[config.mk]
export PLATFORM = sky130hd
export DESIGN_NAME = conv2d_unroll_param_flat
export DESIGN_NICKNAME = d
export VERILOG_FILES = /design/src/rtl/conv2d_unroll_param_if.sv /design/src/rtl/conv2d_unroll_param.sv /design/src/flat_wrapper.sv
export SDC_FILE = /design/constraint.sdc
export NUM_CORES = 1
export LEC_CHECK = 0
export BUFFER_PORTS_ARGS = -buffer_cell sky130_fd_sc_hd__buf_2
export CAP_MARGIN = 20
export CORE_ASPECT_RATIO = 0.9
export CORE_MARGIN = 5
export CORE_UTILIZATION = 40
export CTS_CLUSTER_SIZE = 30
export DETAILED_ROUTE_END_ITERATION = 12
export GPL_TIMING_DRIVEN = 0
export PLACE_DENSITY = 0.56
export SETUP_SLACK_MARGIN = 0.02
export SYNTH_ARGS = -nofsm -noshare
export SYNTH_HDL_FRONTEND = slang
export SYNTH_SLANG_ARGS = --single-unit
[constraint.sdc]
create_clock -name clk -period 17 [get_ports clk]
set_clock_uncertainty 0.05 [all_clocks]
set_input_delay 4.25 -clock clk [delete_from_list [all_inputs] [get_ports clk]]
set_output_delay 4.25 -clock clk [all_outputs]
set_load 0.005 [all_outputs]
[src/rtl/conv2d_unroll_param_if.sv]
// Window/result stream bundle for conv2d_unroll_param.
// The master drives windows and accepts results; the engine is the slave.
interface conv2d_unroll_param_if #(
  parameter int DATA_W = 8,
  parameter int KSIZE  = 3,
  parameter int ACC_W  = 20,
  parameter int OUT_W  = 16
);
  localparam int TAPS = KSIZE * KSIZE;
  localparam int SH_W = $clog2(ACC_W);

  logic                   in_valid;
  logic                   in_ready;
  logic [TAPS*DATA_W-1:0] win;
  logic [TAPS*DATA_W-1:0] kern;
  logic                   relu_en;
  logic [SH_W-1:0]        shift;
  logic                   out_valid;
  logic                   out_ready;
  logic [OUT_W-1:0]       out_data;
  logic                   out_sat;

  modport master (
    output in_valid, win, kern, relu_en, shift, out_ready,
    input  in_ready, out_valid, out_data, out_sat
  );

  modport slave (
    input  in_valid, win, kern, relu_en, shift, out_ready,
    output in_ready, out_valid, out_data, out_sat
  );
endinterface

[src/rtl/conv2d_unroll_param.sv]
// K x K convolution engine: UNROLL multipliers reused over TAPS/UNROLL passes,
// followed by shift, optional ReLU and saturation to OUT_W.
module conv2d_unroll_param #(
  parameter int DATA_W = 8,
  parameter int KSIZE  = 3,
  parameter int UNROLL = 3,
  parameter int ACC_W  = 20,
  parameter int OUT_W  = 16,
  parameter int SIGNED = 0
) (
  input  logic                   clk,
  input  logic                   rst_n,
  conv2d_unroll_param_if.slave   bus,
  output logic                   busy
);

  localparam int TAPS   = KSIZE * KSIZE;
  localparam int PASSES = TAPS / UNROLL;
  localparam int PC_W   = (PASSES > 1) ? $clog2(PASSES) : 1;
  localparam int SH_W   = $clog2(ACC_W);
  localparam int PR_W   = 2 * DATA_W;

  localparam logic [ACC_W-1:0] UMAX = ACC_W'({OUT_W{1'b1}});
  localparam logic [ACC_W-1:0] SMAX = ACC_W'({(OUT_W-1){1'b1}});
  localparam logic [ACC_W-1:0] SMIN = ~SMAX;

  if (TAPS % UNROLL != 0) begin : g_bad_unroll
    $error("conv2d_unroll_param: TAPS must be a multiple of UNROLL");
  end
  if (ACC_W < PR_W + $clog2(TAPS)) begin : g_bad_acc
    $error("conv2d_unroll_param: ACC_W too narrow for TAPS products");
  end
  if (OUT_W > ACC_W || OUT_W < 2) begin : g_bad_out
    $error("conv2d_unroll_param: OUT_W must be in [2, ACC_W]");
  end

  typedef enum logic [1:0] {IDLE, ACCUM, HOLD} state_t;

  state_t                 state;
  logic [PC_W-1:0]        pass_cnt;
  logic [ACC_W-1:0]       acc;
  logic [TAPS*DATA_W-1:0] win_q;
  logic [TAPS*DATA_W-1:0] kern_q;
  logic                   relu_q;
  logic [SH_W-1:0]        shift_q;
  logic                   out_valid_q;
  logic [OUT_W-1:0]       out_data_q;
  logic                   out_sat_q;

  logic                   in_ready_c;
  logic                   accept;
  logic [DATA_W-1:0]      pa, pb;
  logic [PR_W-1:0]        ea, eb, prod;
  logic [ACC_W-1:0]       pe;
  logic [ACC_W-1:0]       pass_sum;
  logic [ACC_W-1:0]       acc_next;
  logic [ACC_W-1:0]       shifted;
  logic [ACC_W-1:0]       relu_v;
  logic [OUT_W-1:0]       res_data;
  logic                   res_sat;

  assign in_ready_c = (state == IDLE) || (state == HOLD && bus.out_ready);
  assign accept     = bus.in_valid && in_ready_c;

  // Sum of the UNROLL products for the current pass; each lane muxes its tap by pass index.
  always_comb begin
    pass_sum = '0;
    pa       = '0;
    pb       = '0;
    ea       = '0;
    eb       = '0;
    prod     = '0;
    pe       = '0;
    for (int unsigned u = 0; u < UNROLL; u++) begin
      pa = '0;
      pb = '0;
      for (int unsigned p = 0; p < PASSES; p++) begin
        if (pass_cnt == PC_W'(p)) begin
          pa = win_q[(p*UNROLL+u)*DATA_W +: DATA_W];
          pb = kern_q[(p*UNROLL+u)*DATA_W +: DATA_W];
        end
      end
      if (SIGNED != 0) begin
        ea = PR_W'($signed(pa));
        eb = PR_W'($signed(pb));
      end else begin
        ea = PR_W'(pa);
        eb = PR_W'(pb);
      end
      // Low PR_W bits of the extended product are exact in either mode.
      prod = ea * eb;
      if (SIGNED != 0) pe = ACC_W'($signed(prod));
      else             pe = ACC_W'(prod);
      pass_sum = pass_sum + pe;
    end
  end

  // Accumulate, then shift / ReLU / saturate the would-be final sum.
  always_comb begin
    acc_next = (pass_cnt == '0) ? pass_sum : acc + pass_sum;
    if (SIGNED != 0) shifted = $signed(acc_next) >>> shift_q;
    else             shifted = acc_next >> shift_q;
    relu_v = shifted;
    if (SIGNED != 0 && relu_q && shifted[ACC_W-1]) relu_v = '0;
    res_data = relu_v[OUT_W-1:0];
    res_sat  = 1'b0;
    if (SIGNED != 0) begin
      if ($signed(relu_v) > $signed(SMAX)) begin
        res_data = SMAX[OUT_W-1:0];
        res_sat  = 1'b1;
      end else if ($signed(relu_v) < $signed(SMIN)) begin
        res_data = SMIN[OUT_W-1:0];
        res_sat  = 1'b1;
      end
    end else if (relu_v > UMAX) begin
      res_data = UMAX[OUT_W-1:0];
      res_sat  = 1'b1;
    end
  end

  // Control FSM with input capture and registered result.
  always_ff @(posedge clk or negedge rst_n) begin
    if (!rst_n) begin
      state       <= IDLE;
      pass_cnt    <= '0;
      acc         <= '0;
      win_q       <= '0;
      kern_q      <= '0;
      relu_q      <= 1'b0;
      shift_q     <= '0;
      out_valid_q <= 1'b0;
      out_data_q  <= '0;
      out_sat_q   <= 1'b0;
    end else if (accept) begin
      // Covers both IDLE and the HOLD->ACCUM overlap; the held result is consumed this edge.
      win_q       <= bus.win;
      kern_q      <= bus.kern;
      relu_q      <= bus.relu_en;
      shift_q     <= bus.shift;
      pass_cnt    <= '0;
      acc         <= '0;
      out_valid_q <= 1'b0;
      state       <= ACCUM;
    end else begin
      case (state)
        ACCUM: begin
          acc <= acc_next;
          if (pass_cnt == PC_W'(PASSES - 1)) begin
            out_data_q  <= res_data;
            out_sat_q   <= res_sat;
            out_valid_q <= 1'b1;
            state       <= HOLD;
          end else begin
            pass_cnt <= pass_cnt + 1'b1;
          end
        end
        HOLD: begin
          if (bus.out_ready) begin
            out_valid_q <= 1'b0;
            state       <= IDLE;
          end
        end
        default: state <= IDLE;
      endcase
    end
  end

  assign bus.in_ready  = in_ready_c;
  assign bus.out_valid = out_valid_q;
  assign bus.out_data  = out_data_q;
  assign bus.out_sat   = out_sat_q;
  assign busy          = (state != IDLE);

endmodule
[src/flat_wrapper.sv]
// flat-port wrapper written by rule: the top's interface ports become plain ports
module conv2d_unroll_param_flat 
#(
  parameter int DATA_W = 8,
  parameter int KSIZE  = 3,
  parameter int UNROLL = 3,
  parameter int ACC_W  = 20,
  parameter int OUT_W  = 16,
  parameter int SIGNED = 0
)
  (clk, rst_n, busy, bus_in_valid, bus_win, bus_kern, bus_relu_en, bus_shift, bus_out_ready, bus_in_ready, bus_out_valid, bus_out_data, bus_out_sat);
  conv2d_unroll_param_if #(.DATA_W(DATA_W), .KSIZE(KSIZE), .ACC_W(ACC_W), .OUT_W(OUT_W)) bus_i ();
  input  logic clk;
  input  logic rst_n;
  output logic busy;
  input wire logic [$bits(bus_i.in_valid)-1:0] bus_in_valid;
  input wire logic [$bits(bus_i.win)-1:0] bus_win;
  input wire logic [$bits(bus_i.kern)-1:0] bus_kern;
  input wire logic [$bits(bus_i.relu_en)-1:0] bus_relu_en;
  input wire logic [$bits(bus_i.shift)-1:0] bus_shift;
  input wire logic [$bits(bus_i.out_ready)-1:0] bus_out_ready;
  output wire logic [$bits(bus_i.in_ready)-1:0] bus_in_ready;
  output wire logic [$bits(bus_i.out_valid)-1:0] bus_out_valid;
  output wire logic [$bits(bus_i.out_data)-1:0] bus_out_data;
  output wire logic [$bits(bus_i.out_sat)-1:0] bus_out_sat;
  assign bus_i.in_valid = bus_in_valid;
  assign bus_i.win = bus_win;
  assign bus_i.kern = bus_kern;
  assign bus_i.relu_en = bus_relu_en;
  assign bus_i.shift = bus_shift;
  assign bus_i.out_ready = bus_out_ready;
  assign bus_in_ready = bus_i.in_ready;
  assign bus_out_valid = bus_i.out_valid;
  assign bus_out_data = bus_i.out_data;
  assign bus_out_sat = bus_i.out_sat;
  conv2d_unroll_param #(.DATA_W(DATA_W), .KSIZE(KSIZE), .UNROLL(UNROLL), .ACC_W(ACC_W), .OUT_W(OUT_W), .SIGNED(SIGNED)) u_core (.clk(clk), .rst_n(rst_n), .bus(bus_i), .busy(busy));
endmodule
# Word level (Yosys, flattened, before mapping)
# Index checks and enable logic that the tools add are counted.
dict set report op_classes {
  n_eq_ne 7
  order_cmp 1
  muxes 34
  mul 3
  n_addsub 4
  n_bitwise 1
  div_mod_pow 0
  n_shift 1
  reduce_logical 12
}
# operator n
set op_table {}
lappend op_table {{8-bit 2-to-1 mux} 18}
lappend op_table {{20-bit 2-to-1 mux} 3}
lappend op_table {{8-bit by 8-bit multiplier with 16-bit output} 3}
lappend op_table {{20-bit by 16-bit adder with 20-bit output} 1}
lappend op_table {{20-bit adder} 1}
lappend op_table {{20-bit by 16-bit greater-than comparator with 1-bit output (second input constant)} 1}
lappend op_table {{20-bit by 5-bit >> shifter with 20-bit output} 1}
lappend op_table {{16-bit by 16-bit adder with 17-bit output} 1}
lappend op_table {{16-bit 2-to-1 mux} 1}
lappend op_table {{2-bit 2-to-1 mux} 6}
lappend op_table {{3-bit AND reduction} 2}
lappend op_table {{2-bit by 1-bit == test with 1-bit output (second input constant)} 2}
lappend op_table {{2-bit == test (second input constant)} 2}
lappend op_table {{2-bit zero test} 2}
lappend op_table {{1-bit 2-to-1 mux} 4}
lappend op_table {{2-bit case mux with 2 select lines} 1}
lappend op_table {{2-bit AND reduction} 2}
lappend op_table {{2-bit nonzero test} 2}
lappend op_table {{3-bit by 1-bit != test with 1-bit output (second input constant)} 1}
lappend op_table {{3-bit by 2-bit != test with 1-bit output (second input constant)} 1}
lappend op_table {{3-bit nonzero test} 1}
lappend op_table {{2-bit by 1-bit adder with 2-bit output (second input constant)} 1}
lappend op_table {{1-bit logical AND} 2}
lappend op_table {{2-bit by 1-bit != test with 1-bit output (second input constant)} 1}
lappend op_table {{3 further kinds} 3}
dict set report totals {
  mem_bits_rw 0
  mem_count 0
  latch_bits 0
  reg_bits 191
  out_inout_bits 20
  elab_cells 72
  inputBits 154
  mem_bits_ro 0
}

# Logic depth before layout (Yosys ltp)
dict set report depth {
  ltp_word 12
  depth_mapped 55
  mapped_depth_nobuf 49
}

# Worst setup path before layout
# Ideal clock, no wire load.
dict set report synth_path {
  path_kind {register to register}
  startpoint {register u_core.pass_cnt[0]}
  endpoint {register u_core.out_data_q[8] (netlist: u_core.bus.out_data[8])}
  arrival_ps 12757
  setup_ps 129
  path_stages_with_launch 48
  required_ps 16821
  period_less_slack_ps 12935
  path_slack_ps 4065
  n_path_buf 5
  path_cell_list {dfrtp_1 -> inv_1 -> ha_1 -> buf_2 -> buf_1 -> clkbuf_1 -> buf_1 -> nand2_1 -> nor2_1 -> a21oi_1 -> nor2_1 -> a21oi_1 -> or2_2 -> fa_1 -> fa_1 -> inv_1 -> fa_1 -> fa_1 -> [... 12 more ...] -> fa_1 -> inv_1 -> ha_1 -> and3_2 -> a221o_2 -> or3_1 -> and2_1 -> ha_1 -> buf_4 -> a211oi_1 -> o21ai_0 -> a311o_1 -> a221oi_2 -> mux2_4 -> a221o_1 -> a2111o_1 -> and2_4 -> a2111o_1}
}
dict set report synth_via {
  elab_chain_len 12
  elab_cells_between_ends 32
  cone_classes {add/sub (3); mul (3); order compare (1); eq/ne (2); shift (1); mux (20); reduce/logical (2)}
}
# element line
set synth_rtl {}
lappend synth_rtl {{start, declared} conv2d_unroll_param.sv:40} ;# logic [PC_W-1:0] pass_cnt;
lappend synth_rtl {{start signal, assigned} conv2d_unroll_param.sv:154} ;# pass_cnt <= pass_cnt + 1'b1;
lappend synth_rtl {{2-bit zero test} {conv2d_unroll_param.sv:78, conv2d_unroll_param.sv:100}}
lappend synth_rtl {{8-bit 2-to-1 mux (3 in series)} conv2d_unroll_param.sv:78} ;# if (pass_cnt == PC_W'(p)) begin
lappend synth_rtl {{8-bit by 8-bit multiplier with 16-bit output} conv2d_unroll_param.sv:91} ;# prod = ea * eb;
lappend synth_rtl {{16-bit by 16-bit adder with 17-bit output} conv2d_unroll_param.sv:94} ;# pass_sum = pass_sum + pe;
lappend synth_rtl {{20-bit by 16-bit adder with 20-bit output} conv2d_unroll_param.sv:94}
lappend synth_rtl {{20-bit adder} conv2d_unroll_param.sv:100} ;# acc_next = (pass_cnt == '0) ? pass_sum : acc + pass_sum;
lappend synth_rtl {{20-bit 2-to-1 mux} conv2d_unroll_param.sv:100}
lappend synth_rtl {{20-bit by 5-bit >> shifter with 20-bit output} conv2d_unroll_param.sv:102} ;# else shifted = acc_next >> shift_q;
lappend synth_rtl {{20-bit by 16-bit greater-than comparator with 1-bit output} conv2d_unroll_param.sv:115} ;# end else if (relu_v > UMAX) begin
lappend synth_rtl {{16-bit 2-to-1 mux} conv2d_unroll_param.sv:115}
lappend synth_rtl {{end signal, assigned} conv2d_unroll_param.sv:149} ;# out_data_q <= res_data;
lappend synth_rtl {{end, declared} conv2d_unroll_param.sv:47} ;# logic [OUT_W-1:0] out_data_q;
# Several ways; a longest one is shown, not always the timed one.
# A chain may end at the register's enable or synchronous reset.

# Worst setup path in the final report
dict set report layout_path {
  startpoint {register u_core.pass_cnt[0]}
  endpoint {register u_core.out_data_q[13] (netlist: u_core.bus.out_data[13])}
}
# Same word-level chain as after synthesis.

==> metrics.md <==
| Metric | Value |
|---|---|
| CP max stage delay | `0.76 ns` |
| DRT Pass-1 Iters | `6` |
| Net count after synthesis | `2721` |
| Reg-to-Reg End | `u_core.bus.out_data[13]` |
| Worst Setup Start Kind | `register` |
| Netlist Area Pre-Place | `18300 µm²` |
| Post-synth EDFFs | `0` |
| Area of the core | `45300 µm²` |
| R2R Setup Slk | `1.02 ns` |
| Overall Global Routing Usage | `24.2%` |
| Worst Hold End | `u_core.win_q[24]` |
| Hold path depth | `2` |
| Routed wire per std cell | `19.8 µm` |
| Reg2reg start | `u_core.pass_cnt[0]` |
| Placer Congestion | `0.904` |
| Root buffer cell | `clkbuf_16` |
| IO Count | `174` |
| Outcome | `completed` |
| Initial antenna violation count | `0` |
| Crit path capture type | `register` |
| Synth Area per Inst | `8.00 µm²` |
| Hold Path Origin | `u_core.win_q[24]` |
| Buf/Inv on CP | `13` |
| Worst Path Max Fanout | `10` |
| GR peak layer | `met1` |
| Top_reg_cell synth | `dfrtp_1` |
| # DRC | `0` |
| Placed Cells | `3070` |
| Syn Inst Count | `2288` |
| Number of synthesized register bits | `191` |
| Family with the most delay on the worst path | `adder cells` |
| Grt met1 use | `36.7%` |
| Met3 usage | `5.42%` |
| FF-to-FF path depth | `50` |
| Number of global-route vias before repair | `16539` |
| CP Data Required Time | `17.27 ns` |
| Starting density of the core | `40.4%` |
| Post-DRT Antenna Nets | `0` |
| Finished Layout Cells | `3107` |
| Final min period | `15.98 ns` |
| Max H-tree Level | `4` |
| Fin crit share | `94.0%` |
| Iteration-0 DRC Markers | `1368` |
| Total global routing overflow | `0` |
| Port bufs | `172` |
| Worst-skew pair later-pin latency | `0.46 ns` |
| TNS Setup | `0 ns` |
| CTS sink cnt | `191` |
| Arrival @ worst endpoint | `16.25 ns` |
| Synth unique cells | `94` |
| M2 GR Usage | `35.5%` |
| Max Cap Viol | `0` |
| Setup bufs post-CTS | `0` |
| Post-cts sizing count | `0` |
| Final nets | `2919` |
| Via count | `16688` |
| FFs w/ async S/R, synth | `100%` |
| Share of cells above drive strength 1 | `12.2%` |
| Slew @ Worst Pin | `1.11 ns` |
| Chip height | `213 µm` |
| Setup CP Type | `register to register` |
| Register area share after synthesis | `26.1%` |
| FMAX | `62.6 MHz` |
| Pin count of the biggest net entering global routing | `98` |
| Layout fillers | `4626` |
| Clock transition at the registers of the reported paths | `0.07 ns` |
| Num rows | `74` |
| Full die area | `50100 µm²` |
| Drt total wl | `61400 µm` |
| Most frequent CP cell | `fa_1` |
| CTS tree | `done` |
| Post-DP HPWL | `50600 µm` |
| RSZ-0062 raised after global routing | `no` |
| Die width | `235 µm` |
| Rel. slew slack | `25.1%` |
| Syn. warnings | `0` |
| Global-route wire length before repair | `95200 µm` |
| Area Overhead vs Synth | `12.4%` |
| Via density | `5.37` |
| Hold-fix buffer count after cts | `0` |
| WHS | `0.430 ns` |
| Slowest cell on crit path | `nor3_1` |
| Clk buf depth | `2` |
| CTS Buf Count | `17` |
| Setup violators final | `0` |
| Final slew viol count | `0` |
| Hold Fails Final Rpt | `0` |
| Worst min-delay path category | `register to register` |
-- per-layer routing --
| layer | share of wire [%] | wire length, µm |
|---|---|---|
| met1 | 48 | 29500 |
| met2 | 42 | 25900 |
| met3 | 8.1 | 5000 |
| met4 | 1.6 | 981 |
| met5 | 0 | 0 |
-- worst reg2reg max path, delay by kind of cell, from the launching register on --
kind / cells / cell delay [ns]
buf+inv: 13 / 2.94
simple gates: 9 / 2.48
flops: 1 / 0.40
fa+ha+maj: 14 / 6.40
compound gates: 14 / 3.59
-- cell families (layout without fill, tap and decap cells) --
logic type	Yosys count	in the layout	synth area share [%]
buffers and inverters	339	549	7.52
other	0	1	0
and+or+nand+nor	1052	1052	24.3
muxes	41	41	2.80
DFF	191	191	26.1
AOI/OAI and AO/OA	361	361	12.9
xor gates and xnor gates	25	25	1.20
adders and majority gates	279	279	25.2
-- cell usage in the layout (no fill, tap or decap), drive strengths merged, types with 8 or more instances in the layout --
cell type,synthesis,routed
a211oi,18,18
a21o,13,13
a21oi,128,128
a31oi,8,8
and2,14,14
and3,12,12
buf,27,202
clkbuf,72,94
dfrtp,191,191
fa,148,148
ha,131,131
inv,239,247
mux2i,28,28
nand2,609,609
nand2b,27,27
nand3,22,22
nand4,11,11
nor2,252,252
nor2b,13,13
nor3,20,20
nor3b,8,8
nor4,10,10
o211ai,14,14
o21a,19,19
o21ai,78,78
or2,30,30
or3,10,10
xnor2,16,16
xor2,9,9
-- cells in the mapped netlist, types with 5 or more instances --
cell type    n  area share (%)
a21o_1      13            0.53
and3_1      10            0.34
nand2_1    607              12
nand2b_1    27            0.92
a211oi_1    16            0.66
or2_2       29            0.99
clkbuf_1    69             1.4
xor2_1       9            0.43
mux2i_1     27             1.5
and2_1      13            0.44
buf_1       11            0.23
mux2_2       5            0.31
a211o_1      5            0.24
o221ai_1     6            0.29
nand3_1     21            0.57
o21ai_1     13            0.36
a21oi_1    124             3.4
or3_1       10            0.34
o31ai_1      5            0.21
dfrtp_1    191              26
a31oi_1      8            0.27
o21a_1      19            0.78
o21ai_0     64             1.8
inv_1      239             4.9
fa_1       148              16
mux4_2       7            0.86
nor2b_1     12            0.41
nor2_1     250             5.1
buf_6        7            0.43
o2111ai_1    6            0.29
or4_1        5            0.21
xnor2_1     16            0.77
o211ai_1    13            0.53
nor3b_1      8            0.33
buf_2        7            0.19
a22oi_1      5            0.21
ha_1       131             9.0
nor4_1       9            0.31
nor3_1      20            0.55
nand4_1     11            0.38
-- metrics by stage --
step / utilization (%) / worst slack, ns / instance area (µm²)
final: 45.4 / 1.02 / 20600
after global routing: 45.4 / 0.288 / 20600
after CTS: 45.3 / 1.16 / 20500
after detailed placement: 44.1 / 1.25 / 20000
after global placement: 44.0 / 0.877 / 19900
after floorplan: - / 4.06 / 18300
-- how the worst max path moves through the flow --
| stage | startpoint | to | depth (start not counted) |
|---|---|---|---|
| 6_report | u_core.pass_cnt[0] | u_core.bus.out_data[13] | 50 |
| 5_1_grt | u_core.pass_cnt[0] | u_core.bus.out_data[2] | 50 |
| 4_1_cts | u_core.pass_cnt[0] | u_core.bus.out_data[13] | 50 |
| 3_5_place_dp | u_core.pass_cnt[0] | u_core.bus.out_data[13] | 50 |
| 3_3_place_gp | u_core.pass_cnt[0] | u_core.bus.out_data[2] | 47 |
| 2_1_floorplan | u_core.pass_cnt[0] | u_core.bus.out_data[8] | 47 |
-- sequential cells by signal, summed over array words and instances, names as in the netlist --
signal,flops
u_core.kern_q,72
u_core.win_q,72
u_core.acc,20
u_core.bus.out_data,16
u_core.shift_q,5
u_core.pass_cnt,2
u_core.state,2
u_core.bus.out_sat,1
u_core.bus.out_valid,1
-- area by class of cell --
class                   count  area [µm²]  share of cell area (%)
inverters                 239         897                    4.36
multi-input cells        1758       12100                    59.1
clock buffers              18         439                    2.14
diodes                      1        2.50                  0.0122
flip-flops and latches    191        4780                    23.2
well taps                 608         761                    3.70
repair buffers            179         941                    4.58
clock inverters            13         119                   0.578
plain buffers             100         479                    2.33
Power is not shown: default switching activity piles up to over one toggle a cycle in this logic, so the estimate is an artifact.
